File: config.mk
export PLATFORM = sky130hd
export DESIGN_NAME = tpu_sequencer
export DESIGN_NICKNAME = d
export VERILOG_FILES = /design/src/rtl/tpu_pkg.sv /design/src/rtl/tpu_byte_buf.sv /design/src/rtl/tpu_sequencer.sv
export SDC_FILE = /design/constraint.sdc
export NUM_CORES = 1
export LEC_CHECK = 0
export CORE_AREA = 2 2 126 128
export CTS_BUF_LIST = sky130_fd_sc_hd__clkbuf_16
export DETAILED_ROUTE_END_ITERATION = 6
export DIE_AREA = 0 0 128 130
export PLACE_DENSITY = 0.64
export SYNTH_ARGS = -nofsm -noshare
export SYNTH_HDL_FRONTEND = slang
export SYNTH_HIERARCHICAL = 1
export SYNTH_SLANG_ARGS = --single-unit
File: constraint.sdc
create_clock -name clk -period 3.4 [get_ports clk]
set_input_delay 0.51 -clock clk [delete_from_list [all_inputs] [get_ports clk]]
set_output_delay 0.51 -clock clk [all_outputs]
set_load 0.05 [all_outputs]
File: src/rtl/tpu_pkg.sv
// Shared constants and state encoding for the TPU sequencer slice.
package tpu_pkg;

    localparam int unsigned BYTE_W     = 8;
    localparam int unsigned PHASE_W    = 4;
    localparam int unsigned N_OPERANDS = 8;
    localparam int unsigned N_RESULTS  = 4;

    localparam logic [1:0] MODE_LOAD_A  = 2'b00;
    localparam logic [1:0] MODE_LOAD_B  = 2'b01;
    localparam logic [1:0] MODE_COMPUTE = 2'b10;
    localparam logic [1:0] MODE_READ    = 2'b11;

    typedef enum logic [2:0] {
        COLLECT,
        LOAD_A,
        LOAD_B,
        COMPUTE,
        READ,
        DRAIN
    } state_e;

endpackage

File: src/rtl/tpu_byte_buf.sv
// Small byte register file: one indexed write port, one combinational read port.
module tpu_byte_buf
    import tpu_pkg::*;
#(
    parameter int unsigned DEPTH = 8,
    localparam int unsigned IDX_W = $clog2(DEPTH)
) (
    input  logic              clk,
    input  logic              rst,
    input  logic              wr_en_i,
    input  logic [IDX_W-1:0]  wr_idx_i,
    input  logic [BYTE_W-1:0] wr_data_i,
    input  logic [IDX_W-1:0]  rd_idx_i,
    output logic [BYTE_W-1:0] rd_data_c_o
);

    logic [BYTE_W-1:0] mem_q [DEPTH];

    // Reset wipes stored bytes so an aborted operation leaves nothing behind.
    always_ff @(posedge clk) begin
        if (rst) begin
            for (int unsigned i = 0; i < DEPTH; i++) begin
                mem_q[i] <= '0;
            end
        end else if (wr_en_i) begin
            mem_q[wr_idx_i] <= wr_data_i;
        end
    end

    assign rd_data_c_o = mem_q[rd_idx_i];

endmodule

File: src/rtl/tpu_sequencer.sv
// Sequences the TPU core pins: collects 8 operand bytes, runs LOAD_A/LOAD_B/
// COMPUTE/READ bursts with fixed cycle counts, then drains 4 result bytes.
module tpu_sequencer
    import tpu_pkg::*;
#(
    parameter int unsigned COMPUTE_CYCLES = 8,
    parameter int unsigned READ_LAT       = 1
) (
    input  logic              clk,
    input  logic              rst,
    input  logic              in_valid,
    output logic              in_ready,
    input  logic [BYTE_W-1:0] in_data,
    output logic              out_valid,
    input  logic              out_ready,
    output logic [BYTE_W-1:0] out_data,
    output logic              busy,
    output logic              done,
    output logic [1:0]        tpu_mode,
    output logic [BYTE_W-1:0] tpu_data,
    input  logic [BYTE_W-1:0] tpu_result
);

    localparam logic [PHASE_W-1:0] LAST_LOAD    = PHASE_W'(3);
    localparam logic [PHASE_W-1:0] LAST_COMPUTE = PHASE_W'(COMPUTE_CYCLES - 1);
    localparam logic [PHASE_W-1:0] LAST_READ    = PHASE_W'(READ_LAT + 3);
    localparam logic [PHASE_W-1:0] FIRST_CAP    = PHASE_W'(READ_LAT);

    state_e            state_q;
    logic [PHASE_W-1:0] cnt_q;
    logic [2:0]        idx_q;
    logic [1:0]        ridx_q;
    logic              in_ready_q;
    logic              out_valid_q;
    logic [BYTE_W-1:0] out_data_q;
    logic              busy_q;
    logic              done_q;
    logic [1:0]        mode_q;
    logic [BYTE_W-1:0] data_q;
    logic              cap_en_q;
    logic [1:0]        cap_idx_q;

    logic              in_hs_c;
    logic              out_hs_c;
    logic [2:0]        op_rd_idx_c;
    logic [1:0]        res_rd_idx_c;
    logic [BYTE_W-1:0] op_rd_c;
    logic [BYTE_W-1:0] res_rd_c;

    assign in_hs_c      = in_valid & in_ready_q & (state_q == COLLECT);
    assign out_hs_c     = out_valid_q & out_ready & (state_q == DRAIN);
    assign op_rd_idx_c  = {state_q == LOAD_B, cnt_q[1:0]};
    // Look one entry ahead on a handshake so the next byte is registered without a bubble.
    assign res_rd_idx_c = ridx_q + 2'(out_hs_c);

    tpu_byte_buf #(.DEPTH(N_OPERANDS)) u_op_buf (
        .clk         (clk),
        .rst         (rst),
        .wr_en_i     (in_hs_c),
        .wr_idx_i    (idx_q),
        .wr_data_i   (in_data),
        .rd_idx_i    (op_rd_idx_c),
        .rd_data_c_o (op_rd_c)
    );

    tpu_byte_buf #(.DEPTH(N_RESULTS)) u_res_buf (
        .clk         (clk),
        .rst         (rst),
        .wr_en_i     (cap_en_q),
        .wr_idx_i    (cap_idx_q),
        .wr_data_i   (tpu_result),
        .rd_idx_i    (res_rd_idx_c),
        .rd_data_c_o (res_rd_c)
    );

    // Pins are registered decodes of the state, so they trail the state by one cycle;
    // cap_en_q trails the same way and lines up with the READ cycles seen by the core.
    always_ff @(posedge clk) begin
        if (rst) begin
            state_q     <= COLLECT;
            cnt_q       <= '0;
            idx_q       <= '0;
            ridx_q      <= '0;
            in_ready_q  <= 1'b1;
            out_valid_q <= 1'b0;
            out_data_q  <= '0;
            busy_q      <= 1'b0;
            done_q      <= 1'b0;
            mode_q      <= MODE_LOAD_A;
            data_q      <= '0;
            cap_en_q    <= 1'b0;
            cap_idx_q   <= '0;
        end else begin
            done_q   <= 1'b0;
            cap_en_q <= 1'b0;
            cnt_q    <= cnt_q + PHASE_W'(1);
            mode_q   <= MODE_LOAD_A;
            data_q   <= '0;
            unique case (state_q)
                COLLECT: begin
                    if (in_hs_c) begin
                        idx_q <= idx_q + 3'd1;
                        if (idx_q == 3'(N_OPERANDS - 1)) begin
                            state_q    <= LOAD_A;
                            cnt_q      <= '0;
                            in_ready_q <= 1'b0;
                            busy_q     <= 1'b1;
                        end
                    end
                end
                LOAD_A: begin
                    data_q <= op_rd_c;
                    if (cnt_q == LAST_LOAD) begin
                        state_q <= LOAD_B;
                        cnt_q   <= '0;
                    end
                end
                LOAD_B: begin
                    mode_q <= MODE_LOAD_B;
                    data_q <= op_rd_c;
                    if (cnt_q == LAST_LOAD) begin
                        state_q <= COMPUTE;
                        cnt_q   <= '0;
                    end
                end
                COMPUTE: begin
                    mode_q <= MODE_COMPUTE;
                    if (cnt_q == LAST_COMPUTE) begin
                        state_q <= READ;
                        cnt_q   <= '0;
                    end
                end
                READ: begin
                    mode_q <= MODE_READ;
                    if (cnt_q >= FIRST_CAP) begin
                        cap_en_q  <= 1'b1;
                        cap_idx_q <= 2'(cnt_q - FIRST_CAP);
                    end
                    if (cnt_q == LAST_READ) begin
                        state_q <= DRAIN;
                        cnt_q   <= '0;
                    end
                end
                DRAIN: begin
                    if (!out_valid_q) begin
                        out_valid_q <= 1'b1;
                        out_data_q  <= res_rd_c;
                    end else if (out_hs_c) begin
                        ridx_q <= ridx_q + 2'd1;
                        if (ridx_q == 2'(N_RESULTS - 1)) begin
                            out_valid_q <= 1'b0;
                            done_q      <= 1'b1;
                            busy_q      <= 1'b0;
                            in_ready_q  <= 1'b1;
                            state_q     <= COLLECT;
                            cnt_q       <= '0;
                        end else begin
                            out_data_q <= res_rd_c;
                        end
                    end
                end
                default: begin
                    state_q <= COLLECT;
                    cnt_q   <= '0;
                end
            endcase
        end
    end

    assign in_ready  = in_ready_q;
    assign out_valid = out_valid_q;
    assign out_data  = out_data_q;
    assign busy      = busy_q;
    assign done      = done_q;
    assign tpu_mode  = mode_q;
    assign tpu_data  = data_q;

endmodule

Word level (Yosys, flattened, before mapping)

Memory sizes are Yosys's and may differ from the RTL's. A register that Yosys moved wholly into a read port is not among the register bits.
Index checks and enable logic that the tools add are counted.

Register bits after elaboration: 29
Bits in latches: 0
Bits in writable memories: 96
ROM bits: 0
Input port bits: 20
Output and inout port bits: 22
Word-level logic and storage cells: 118
Memories: 2

Add/sub/neg operators: 5
Multipliers: 0
Divide/modulo/power cells: 0
Order comparisons: 1
Eq/ne operators: 21
Shifts and indexed selects: 0
Multiplexer cells: 54
Bitwise logic cells: 9
Reductions and logical operators: 14

Memory list:

| name            | words | bits a word | read ports | clocked after Yosys merged registers in | wr ports | RTL line           | text |
|---|---|---|---|---|---|---|---|
| u_op_buf.mem_q  | 8     | 8           | 1          | 1                                       | 8        | tpu_byte_buf.sv:17 | `logic [BYTE_W-1:0] mem_q [DEPTH];` |
| u_res_buf.mem_q | 4     | 8           | 1          | 0                                       | 4        | tpu_byte_buf.sv:17 |  |

Operator list:

| cell                  | count |
|---|---|
| $mux W8               | 5 |
| $mux W4               | 8 |
| $mux W3               | 10 |
| $mux W1               | 25 |
| $pmux W4 S5           | 1 |
| $pmux W3 S6           | 1 |
| $ne A2 B2 Y1 const B  | 8 |
| $reduce_or A8 Y1      | 2 |
| $eq A3 B3 Y1 const B  | 3 |
| $reduce_and A9 Y1     | 1 |
| $eq A4 B3 Y1 const B  | 2 |
| $eq A3 B2 Y1 const B  | 2 |
| $ne A2 B1 Y1 const B  | 3 |
| $pmux W2 S3           | 1 |
| $reduce_and A3 Y1     | 2 |
| $reduce_and A6 Y1     | 1 |
| $reduce_or A2 Y1      | 3 |
| $not A1 Y1            | 5 |
| $add A4 B1 Y4 const B | 1 |
| $and A1 B1 Y1         | 4 |
| $eq A4 B2 Y1 const B  | 1 |
| $ge A4 B1 Y1 const B  | 1 |
| $pmux W1 S2           | 2 |
| $reduce_and A2 Y1     | 2 |
| 10 further kinds      | 10 |

Logic depth before layout (Yosys ltp)

Gate-level depths: netlist (run 1).

Depth in word-level cells: 7
Gate-level depth with buffers: 8

Hierarchy

Netlist (run 1), hierarchy kept.

Modules (own cells, without submodules):

| module                   | instances | cells each | area each (sq um) | seq. area each (sq um) |
|---|---|---|---|---|
| tpu_byte_buf (u_op_buf)  | 1         | 193        | 2979.1            | 1921.8 |
| tpu_sequencer            | 1         | 161        | 1586.5            | 740.7 |
| tpu_byte_buf (u_res_buf) | 1         | 84         | 1475.2            | 960.9 |

Least setup slack after synthesis (run 1)

OpenSTA, ideal clock, no wires.

Path type: register to register
From: reg in_ready_q (netlist: in_ready)
To: mem u_op_buf.mem_q[0][0] (enable)
Setup time: 375 ps
Arrival time: 2381 ps
Data required time: 3025 ps
Path slack: 644 ps
Stages on the path, launching flop included: 7
Path buffers: 3
Clock period less this slack: 2756 ps
Cell sequence: dfxtp_1 and4b_1 clkbuf_1 or3b_2 buf_2 buf_2 o21bai_1

RTL lines:

| what                     | RTL line             | text |
|---|---|---|
| start: declaration       | tpu_sequencer.sv:33  | `logic in_ready_q;` |
| start signal: assignment | tpu_sequencer.sv:84  | `in_ready_q <= 1'b1;` |
| start signal: assignment | tpu_sequencer.sv:106 | `in_ready_q <= 1'b0;` |
| start signal: assignment | tpu_sequencer.sv:154 | `in_ready_q <= 1'b1;` |
| end: declaration         | tpu_byte_buf.sv:17   |  |

Final worst setup path (run 1)

From: reg state_q[1]
To: reg out_data_q[6] (netlist: out_data[6])

Word-level cells in the longest chain between the ends: 7
Elaborated cells between the ends (all ways): 9

RTL lines:

| what                     | RTL line             | text |
|---|---|---|
| start: declaration       | tpu_sequencer.sv:29  | `state_e state_q;` |
| start signal: assignment | tpu_sequencer.sv:80  | `state_q <= COLLECT;` |
| start signal: assignment | tpu_sequencer.sv:104 | `state_q <= LOAD_A;` |
| start signal: assignment | tpu_sequencer.sv:114 | `state_q <= LOAD_B;` |
| $eq A3 B3 Y1 *           | tpu_sequencer.sv:51  | `assign out_hs_c = out_valid_q & out_ready & (state_q == DRAIN);` |
| $and A1 B1 Y1 *          | tpu_sequencer.sv:51  |  |
| $add A2 B1 Y2 *          | tpu_sequencer.sv:54  | `assign res_rd_idx_c = ridx_q + 2'(out_hs_c);` |
| via res_rd_idx_c[0]      | tpu_sequencer.sv:46  | `logic [1:0] res_rd_idx_c;` |
| $mem_v2 Z4 W8 *          | n/a                  |  |
| via res_rd_c[6]          | tpu_sequencer.sv:48  | `logic [BYTE_W-1:0] res_rd_c;` |
| $mux W8                  | tpu_sequencer.sv:150 | `if (ridx_q == 2'(N_RESULTS - 1)) begin` |
| $mux W8                  | tpu_sequencer.sv:148 | `end else if (out_hs_c) begin` |
| $mux W8 *                | tpu_sequencer.sv:145 | `if (!out_valid_q) begin` |
| end signal: assignment   | tpu_sequencer.sv:147 | `out_data_q <= res_rd_c;` |
| end signal: assignment   | tpu_sequencer.sv:158 | `out_data_q <= res_rd_c;` |
| end: declaration         | tpu_sequencer.sv:35  | `logic [BYTE_W-1:0] out_data_q;` |

The timed path passes the listed nets; every way through them passes the cells marked *. The select of a mux whose other input is x is not followed.
A chain may end at the register's enable or synchronous reset.

==> results of run 1 <==
-- where the power goes --
group	internal (mW)	switching (mW)	total [mW]	leakage [nW]
clock	1.37	0.684	2.05	0.318
combinational	0.101	0.125	0.226	0.965
sequential	1.79	0.0263	1.82	1.29
-- placed cells by master (no fill, tap or decap), drive strengths merged, types with 4 or more instances in the layout --
| cell type | synthesis | final |
|---|---|---|
| a21oi | 7 | 7 |
| and2 | 40 | 40 |
| buf | 15 | 17 |
| bufinv | 0 | 6 |
| clkbuf | 14 | 17 |
| clkdlybuf4s50 | 0 | 41 |
| clkinv | 8 | 10 |
| dfxtp | 37 | 37 |
| edfxtp | 96 | 96 |
| ha | 8 | 8 |
| inv | 5 | 9 |
| mux2 | 8 | 8 |
| mux2i | 11 | 11 |
| mux4 | 24 | 24 |
| nand2 | 7 | 7 |
| nand2b | 4 | 4 |
| nor2 | 24 | 24 |
| nor3 | 71 | 71 |
| o21bai | 10 | 10 |
| xnor2 | 5 | 5 |
-- metal layers --
metal,wire length (um),GRT usage,vias to the layer above
met5,0,0,-
met2,6100,0.262,95
met1,5390,0.193,1787
met3,491,0.0422,26
li1,-,-,1765
met4,335,0.0724,0
-- worst max-delay path: stages, from the launching register on --
cell and delay (ns):
dfxtp_1 0.70, nand3b_1 0.27, nor2_1 0.10, ha_1 0.63, mux4_2 0.58, mux2i_1 0.15
nor2_1 0.05
-- final timing paths --
path	from	endpoint	slack [ns]	cells past startpoint
min reg2reg	busy	busy	0.48	2
max	state_q[1]	out_data[6]	0.79	6
max reg2reg	state_q[1]	out_data[6]	0.79	6
min	busy	busy	0.48	2
-- sequential cells by signal, indices dropped and copies added, names as in the netlist --
name and flops:
busy 1, cap_en_q 1, cap_idx_q 2, cnt_q 4
done 1, idx_q 3, in_ready 1, out_data 8
out_valid 1, ridx_q 2, state_q 3, tpu_data 8
tpu_mode 2, u_op_buf/mem_q 64, u_res_buf/mem_q 32
-- final cells by class --
type | count | area [sq um] | share of cell area
Clock inverter | 15 | 235 | 0.0321
Timing Repair Buffer | 58 | 538 | 0.0735
Tap cell | 192 | 240 | 0.0328
Multi-Input combinational cell | 263 | 2210 | 0.302
Clock buffer | 17 | 425 | 0.0581
Inverter | 13 | 48.8 | 0.00666
Sequential cell | 133 | 3620 | 0.495
-- per-stage QoR --
step	utilization	instances	total power [mW]	setup slack (ns)	hold slack, ns
after floorplan	-	438	1.99	0.644	0.507
after global placement	0.432	659	2.07	0.614	0.461
after detailed placement	0.432	659	2.08	0.576	0.481
after CTS	0.475	691	4.13	0.761	0.489
after global routing	0.475	691	4.23	0.578	0.501
final	0.475	691	4.10	0.790	0.481
-- synthesized netlist by cell type (4+ instances only) --
| cell type | instances | area [sq um] |
|---|---|---|
| clkinv_1 | 8 | 30.0 |
| and2_2 | 8 | 60.1 |
| mux4_2 | 9 | 203 |
| inv_1 | 5 | 18.8 |
| buf_2 | 7 | 35.0 |
| and2_1 | 32 | 200 |
| xnor2_1 | 5 | 43.8 |
| nor2_1 | 24 | 90.1 |
| nor3_1 | 71 | 355 |
| nand2b_1 | 4 | 25.0 |
| buf_1 | 4 | 15.0 |
| ha_1 | 8 | 100 |
| mux4_1 | 15 | 394 |
| a21oi_1 | 6 | 30.0 |
| mux2i_1 | 11 | 110 |
| edfxtp_1 | 96 | 2880 |
| clkbuf_1 | 13 | 48.8 |
| mux2_2 | 8 | 90.1 |
| dfxtp_1 | 37 | 741 |
| nand2_1 | 7 | 26.3 |
| o21bai_1 | 10 | 75.1 |
-- logic make-up after synthesis --
| logic type | Yosys count | synth area share |
|---|---|---|
| AO/OA/AOI/OAI | 34 | 0.0458 |
| XOR/XNOR | 7 | 0.0101 |
| adder cells (fa/ha/maj) | 8 | 0.0166 |
| buffers and inverters | 42 | 0.0342 |
| flip-flops | 133 | 0.600 |
| multiplexers | 43 | 0.132 |
| AND/OR/NAND/NOR | 171 | 0.162 |
==> run metrics, run 1 <==
layout cells sized above 1=0.170; Clock Skew=0.00623 ns; worst vdd ir=0.000446 V; die height=130 um; status=finished clean; area grow syn2layout=21.2%; Cell Pwr Density=559 mW/mm^2; die area=0.0166 sq mm; Crit path required time=3.70 ns; worst path arrival time=2.91 ns; Crit Path Class=flip-flop to flip-flop; Vias/cell=5.32; HPWL Detailed=8030 um; Final Cell Area=0.00732 sq mm; Lkg Pwr=2.57 nW; Total GRT Usage=0.158; #FFs+latches synth=133; DP Area=0.00666 sq mm; WL/cell=17.8 um; final net count=514; final count of hold timing violations=0; CTS Hold Buffers Added=0; Max Root-Sink Buffers=2; starting density of the core=0.392; Top FF cell, synth=edfxtp_1; number of max-cap violations=0; post-synthesis sequential area ratio=0.600; period utilisation layout=0.768; EDFF count, synth=96; Overflow after GRT=0; RSZ-0062 raised after global routing=false; f_max=383 MHz; initial antenna violation count=0; post-CTS resize count=0; largest net degree at the start of global routing=32; count of inserted antenna diode cells=0; TritonCTS Sinks=133; Slew Limit Headroom=0.401; Detailed Routing Iterations Pass 1=4; Die Wd=128 um; final number of max-transition violations=0; CTS tree=yes; TNS Setup=0 ns; worst slew pin tran=0.897 ns; syn nets=466; first-pass GRT wire length=19,500 um; Root Driver=clkbuf_16; Yosys warning total=6; Clk pin slew, worst setup/hold paths=0.06 ns; clk_lat worst skew=0.42 ns; CP Max Fanout=16; htree depth=4; antenna-violating nets left=0; crit path time final=2.61 ns; Total Wirelength=12,300 um; Rows=46; postcts setup bufs=0; Starting DRT DRC Count=208; total CTS buffers=17; routed vias=3,673; Yosys cell types=51; mapped cell area=0.00604 sq mm; Avg Synthesized Cell Area=13.8 sq um; number of global-route vias before repair=3,746; DRC=0; worst min-delay path category=flip-flop to flip-flop; GPL Wtd Cong=0.754; # port buffers=41; Filler Cell Count=1,360; I/O Pins=42; core region area=0.0154 sq mm; count of final setup violators=0; crit start category=flip-flop; Cells after Synth=438; Worst setup EP type=flip-flop; Async SR Flop Fraction=0
No activity file was read; power rests on OpenSTA's default activity.
==> run 2, diff against run 1 <==
==> constraint.sdc (replaced) <==
create_clock -name clk -period 2.5 [get_ports clk]
set_input_delay 0.375 -clock clk [delete_from_list [all_inputs] [get_ports clk]]
set_output_delay 0.375 -clock clk [all_outputs]
set_load 0.05 [all_outputs]
==> run metrics, run 2 (synthesis gave the netlist of run 1 again) <==
antenna-violating nets left=0 (unchanged); # port buffers=41 (unchanged); Filler Cell Count=1,356 (-0.29%); period utilisation layout=0.876 (+0.109); die area=0.0166 sq mm (unchanged); Crit path required time=2.80 ns (-0.90 ns); most common cell after layout, fill and taps aside=edfxtp_1; Overflow after GRT=0 (unchanged); layout cells sized above 1=0.189 (+0.0190); Crit path largest cell delay=0.63 ns (-0.07 ns); clk_lat worst skew=0.43 ns (about the same); htree depth=4 (unchanged); CP Max Fanout=8 (-8); WL/cell=17.4 um (-2.3%); Final Cell Area=0.00733 sq mm (+0.17%); Starting DRT DRC Count=170 (-18%); initial antenna violation count=0 (unchanged); Slew Limit Headroom=0.280 (-0.121); starting density of the core=0.392 (unchanged); worst path arrival time=2.49 ns (-0.42 ns); area grow syn2layout=21.4%; Lkg Pwr=2.60 nW (+1.1%); CP max stage cell=ha_1; grt met2 use=0.271 (+0.00849); crit start category=flip-flop; f_max=456 MHz (+19%); Worst setup EP type=flip-flop; HPWL Detailed=8130 um (+1.2%); worst slew pin tran=1.07 ns (+0.175 ns); Crit Path Class=flip-flop to flip-flop; Largest register FFs=64 (unchanged); final net count=522 (+1.6%); Root Driver=clkbuf_16; Total GRT Usage=0.154 (-0.00327); RSZ-0062 raised after global routing=false; number of max-cap violations=0 (unchanged); core region area=0.0154 sq mm (unchanged); Die Wd=128 um (unchanged); postcts setup bufs=0 (unchanged); Clk pin slew, worst setup/hold paths=0.06 ns (about the same); CTS tree=yes; CTS Hold Buffers Added=0 (unchanged); worst min-delay path category=primary input to flip-flop; number of global-route vias before repair=3,640 (-2.8%); Max Root-Sink Buffers=2 (unchanged); post-CTS resize count=0 (unchanged); Total Wirelength=12,200 um (-1.2%); most frequent cells in the layout=96 x edfxtp_1, 71 x nor3_1, 40 x clkdlybuf4s50_1, 36 x dfxtp_1, 32 x and2_1; routed vias=3,640 (-0.90%); CP cell instances=nand3b_1, nor2_1, ha_1, mux4_2, mux2i_1, nor2_1; final count of hold timing violations=0 (unchanged); crit path time final=2.19 ns (-0.419 ns); count of final setup violators=0 (unchanged); count of inserted antenna diode cells=0 (unchanged); die height=130 um (unchanged); GPL Wtd Cong=0.767 (+1.8%); Clock Skew=0.00947 ns (+0.00324 ns); area of the multi-input gates=0.00221 sq mm (unchanged); worst vdd ir=0.000455 V (+1.9%); Cell Pwr Density=733 mW/mm^2 (+31%); DRC=0 (unchanged); Most Crowded Layer GR=met2; I/O Pins=42 (unchanged); largest net degree at the start of global routing=31 (-3.1%); M1 GR Usage=0.180 (-0.0138); met3 Use GR=0.0447 (+0.00246); register area=0.00362 sq mm (about the same); Rows=46 (unchanged); CP most frequent cell=nor2_1; TritonCTS Sinks=133 (unchanged); Detailed Routing Iterations Pass 1=4 (unchanged); final number of max-transition violations=0 (unchanged); Tot Pwr=5.38 mW (+31%); DP Area=0.00672 sq mm (+0.85%); total CTS buffers=17 (unchanged); Top reg by flops=u_op_buf/mem_q; first-pass GRT wire length=19,000 um (-2.8%); biggest regs=u_op_buf/mem_q (64), u_res_buf/mem_q (32); Vias/cell=5.21 (-2.0%); status=finished clean
run 2: cell types whose count changed in the layout (fill, tap and decap cells not counted), sizes merged:
cell           change
buf                +9
clkdlybuf4s50      -1
bufinv             -2
clkinvlp           -1
clkinv             +3
run 2: final cells by class:
class / instances / share of cell area
Multi-Input combinational cell: 263 / 0.301
Clock buffer: 17 / 0.0580
Inverter: 13 / 0.00665
Sequential cell: 133 / 0.494
Tap cell: 192 / 0.0328
Timing Repair Buffer: 66 / 0.0809
Clock inverter: 15 / 0.0261
run 2: final timing paths:
check	from	end	slack, ns	cells past startpoint
setup / recovery	state_q[1]	out_data[7]	0.31	6
hold / removal	rst	idx_q[2]	0.32	2
setup reg to reg	state_q[1]	out_data[7]	0.31	6
hold reg to reg	busy	busy	0.49	2
run 2: through the flow:
| step | setup TNS (ns) | setup slack (ns) | cells | utilization | hold WS [ns] |
|---|---|---|---|---|---|
| after floorplan | -1.70 | -0.0533 | 438 | - | 0.507 |
| after global placement | -0.0153 | -0.00705 | 667 | 0.436 | 0.460 |
| after detailed placement | -0.0474 | -0.0235 | 667 | 0.436 | 0.476 |
| after CTS | 0 | 0.266 | 699 | 0.476 | 0.307 |
| after global routing | 0 | 0.113 | 699 | 0.476 | 0.331 |
| final | 0 | 0.309 | 699 | 0.476 | 0.315 |
run 2: metal layers:
metal	up-vias	share of wire	wire length [um]
met5	-	0	0
met4	0	0.018	218
met3	17	0.035	431
met2	72	0.52	6330
met1	1772	0.43	5200
li1	1779	-	-
run 2: worst max-delay path: cells and delay by family (launching register included):
family                   cells  cell delay, ns
flip-flops                   1            0.37
adder cells (fa/ha/maj)      1            0.63
AND/OR/NAND/NOR              3            0.36
multiplexers                 2            0.71
run 2: power breakdown:
| part | total, mW | internal [mW] | switching, mW |
|---|---|---|---|
| clock network | 2.59 | 1.66 | 0.930 |
| registers | 2.46 | 2.44 | 0.0274 |
| logic | 0.323 | 0.145 | 0.178 |
==> run 3, diff against run 2 <==
--- a/config.mk
+++ b/config.mk
@@ -10,6 +10,8 @@
 export DETAILED_ROUTE_END_ITERATION = 6
 export DIE_AREA = 0 0 128 130
 export PLACE_DENSITY = 0.64
+export REMOVE_ABC_BUFFERS = 1
+export SKIP_LAST_GASP = 1
 export SYNTH_ARGS = -nofsm -noshare
 export SYNTH_HDL_FRONTEND = slang
 export SYNTH_HIERARCHICAL = 1
==> run metrics, run 3 (synthesis gave the netlist of run 1 again) <==
worst path arrival time=2.50 ns (about the same); Lkg Pwr=2.58 nW (-0.89%); clk_lat worst skew=0.41 ns (-0.02 ns); f_max=454 MHz (-0.53%); CP cell instances=nand3b_1, nor2_1, ha_2, mux4_2, mux2i_1, nor2_1; count of inserted antenna diode cells=0 (unchanged); HPWL Detailed=8020 um (-1.3%); crit path time final=2.20 ns (+0.0116 ns); antenna-violating nets left=0 (unchanged); starting density of the core=0.392 (unchanged); Rows=46 (unchanged); die area=0.0166 sq mm (unchanged); GPL Wtd Cong=0.764 (-0.44%); biggest regs=u_op_buf/mem_q (64), u_res_buf/mem_q (32); Clk pin slew, worst setup/hold paths=0.05 ns (about the same); Die Wd=128 um (unchanged); core region area=0.0154 sq mm (unchanged); Starting DRT DRC Count=211 (+24%); R2R Setup Slk=0.30 ns (about the same); CTS Hold Buffers Added=0 (unchanged); Total GRT Usage=0.148 (-0.00588); first-pass GRT wire length=18,800 um (-1.0%); # port buffers=41 (unchanged); I/O Pins=42 (unchanged); largest net degree at the start of global routing=22 (-29%); initial antenna violation count=0 (unchanged); Vias/cell=5.24 (+0.58%); Top reg by flops=u_op_buf/mem_q; Largest register FFs=64 (unchanged); worst reg2reg path depth=6 (unchanged); TritonCTS Sinks=133 (unchanged); WL/cell=16.7 um (-4.4%); final count of hold timing violations=0 (unchanged); area grow syn2layout=20.8%; RSZ-0062 raised after global routing=false; final number of max-transition violations=0 (unchanged); reg2reg end=out_data[5]; Critical Path Start=state_q[1]; final net count=525 (+0.57%); Worst setup EP type=flip-flop; CP Max Fanout=8 (unchanged); Total Wirelength=11,700 um (-3.9%); layout cells sized above 1=0.184 (-0.00504); number of max-cap violations=0 (unchanged); crit start category=flip-flop; most frequent cells in the layout=96 x edfxtp_1, 71 x nor3_1, 41 x clkdlybuf4s50_1, 37 x dfxtp_1, 32 x and2_1; htree depth=4 (unchanged); worst min-delay path category=flip-flop to flip-flop; Crit Path Class=flip-flop to flip-flop; period utilisation layout=0.881 (+0.00466); number of global-route vias before repair=3,632 (-0.22%); Filler Cell Count=1,335 (-1.5%); CP most frequent cell=nor2_1; Worst Path Buf+Inv=0 (unchanged); DRC=0 (unchanged); Crit path largest cell delay=0.55 ns (-0.08 ns); count of final setup violators=0 (unchanged); Root Driver=clkbuf_16; Placement Setup Slack=-0.0115 ns (+0.0120 ns); CP max stage cell=mux4_2; Overflow after GRT=0 (unchanged); Tot Pwr=5.09 mW (-5.4%); worst slew pin tran=0.928 ns (-0.144 ns); Clock Skew=0.00601 ns (-0.00346 ns); total CTS buffers=17 (unchanged); Cell Pwr Density=697 mW/mm^2 (-4.9%); Slew Limit Headroom=0.380 (+0.100); status=finished clean; routed vias=3,677 (+1.0%); Crit path required time=2.79 ns (about the same); hold path endpoint=busy; worst vdd ir=0.000397 V (-13%); Hold Path Depth=2 (unchanged); most common cell after layout, fill and taps aside=edfxtp_1; die height=130 um (unchanged); CTS tree=yes; Detailed Routing Iterations Pass 1=5 (+1); Top delay family on crit path=multiplexers; worst reg2reg startpoint=state_q[1]; final setup margin=0.297 ns (-0.0116 ns); Max Root-Sink Buffers=2 (unchanged); Hold Crit Start=busy
-- run 3: cell types whose count changed in the layout (fill, tap and decap cells not counted) --
cell             delta
dfxtp_1             +1
bufinv_16           -2
clkinvlp_4          +1
buf_4               +3
clkinv_4            -3
ha_2                +1
ha_1                -1
inv_6               -1
clkinv_2            +1
buf_2               -1
clkinv_1            +4
clkdlybuf4s50_1     +1
dfxtp_2             -1
-- run 3: power breakdown --
part           internal, mW  switching (mW)
Sequential             2.44          0.0288
Clock                  1.43           0.866
Combinational         0.147           0.173
Total                  4.02            1.07
-- run 3: how the worst max path moves through the flow --
| stage | to | slack (ns) | cells after the start |
|---|---|---|---|
| 6_report | out_data[5] | 0.30 | 6 |
| 5_1_grt | out_data[5] | 0.12 | 6 |
| 4_1_cts | out_data[5] | 0.12 | 6 |
| 3_5_place_dp | out_data[5] | -0.01 | 7 |
| 3_3_place_gp | out_data[2] | 0.02 | 7 |
| 2_1_floorplan | u_op_buf/mem_q[1][0] | -0.31 | 3 |
-- run 3: cell type report --
type                            count  area [sq um]  share of cell area
Clock buffer                       17           425              0.0583
Clock inverter                     15           124              0.0170
Inverter                           13          48.8             0.00669
Multi-Input combinational cell    263          2210               0.303
Sequential cell                   133          3620               0.497
Tap cell                          192           240              0.0329
Timing Repair Buffer               69           621              0.0851
-- run 3: what timing repair did --
action / in CTS / in global routing
gates resized for setup: 0 / 1
buffers inserted: 0 / 0
setup endpoints to repair: 0 / 2
-- run 3: per-stage QoR --
stage	TNS, ns	std cells	cell area (sq um)	util	hold slack, ns
after detailed placement	-0.0115	670	6740	0.437	0.468
after global routing	0	702	7300	0.473	0.514
after CTS	0	702	7290	0.473	0.479
final	0	702	7300	0.473	0.473
after global placement	0	670	6740	0.437	0.462
after floorplan	-15.20	409	5880	-	0.447
-- run 3: per-layer routing --
metal / vias to the layer above / GRT usage / routed length, um / part of all wire
li1: 1775 / - / - / -
met1: 1812 / 0.193 / 5490 / 0.47
met2: 72 / 0.242 / 5650 / 0.48
met3: 18 / 0.0275 / 353 / 0.030
met4: 0 / 0.0718 / 207 / 0.018
met5: - / 0 / 0 / 0
-- run 3: worst min-delay path, cell delays in order, from the launching register on --
cell and delay, ns:
dfxtp_1 0.30, inv_1 0.05, a221oi_1 0.06
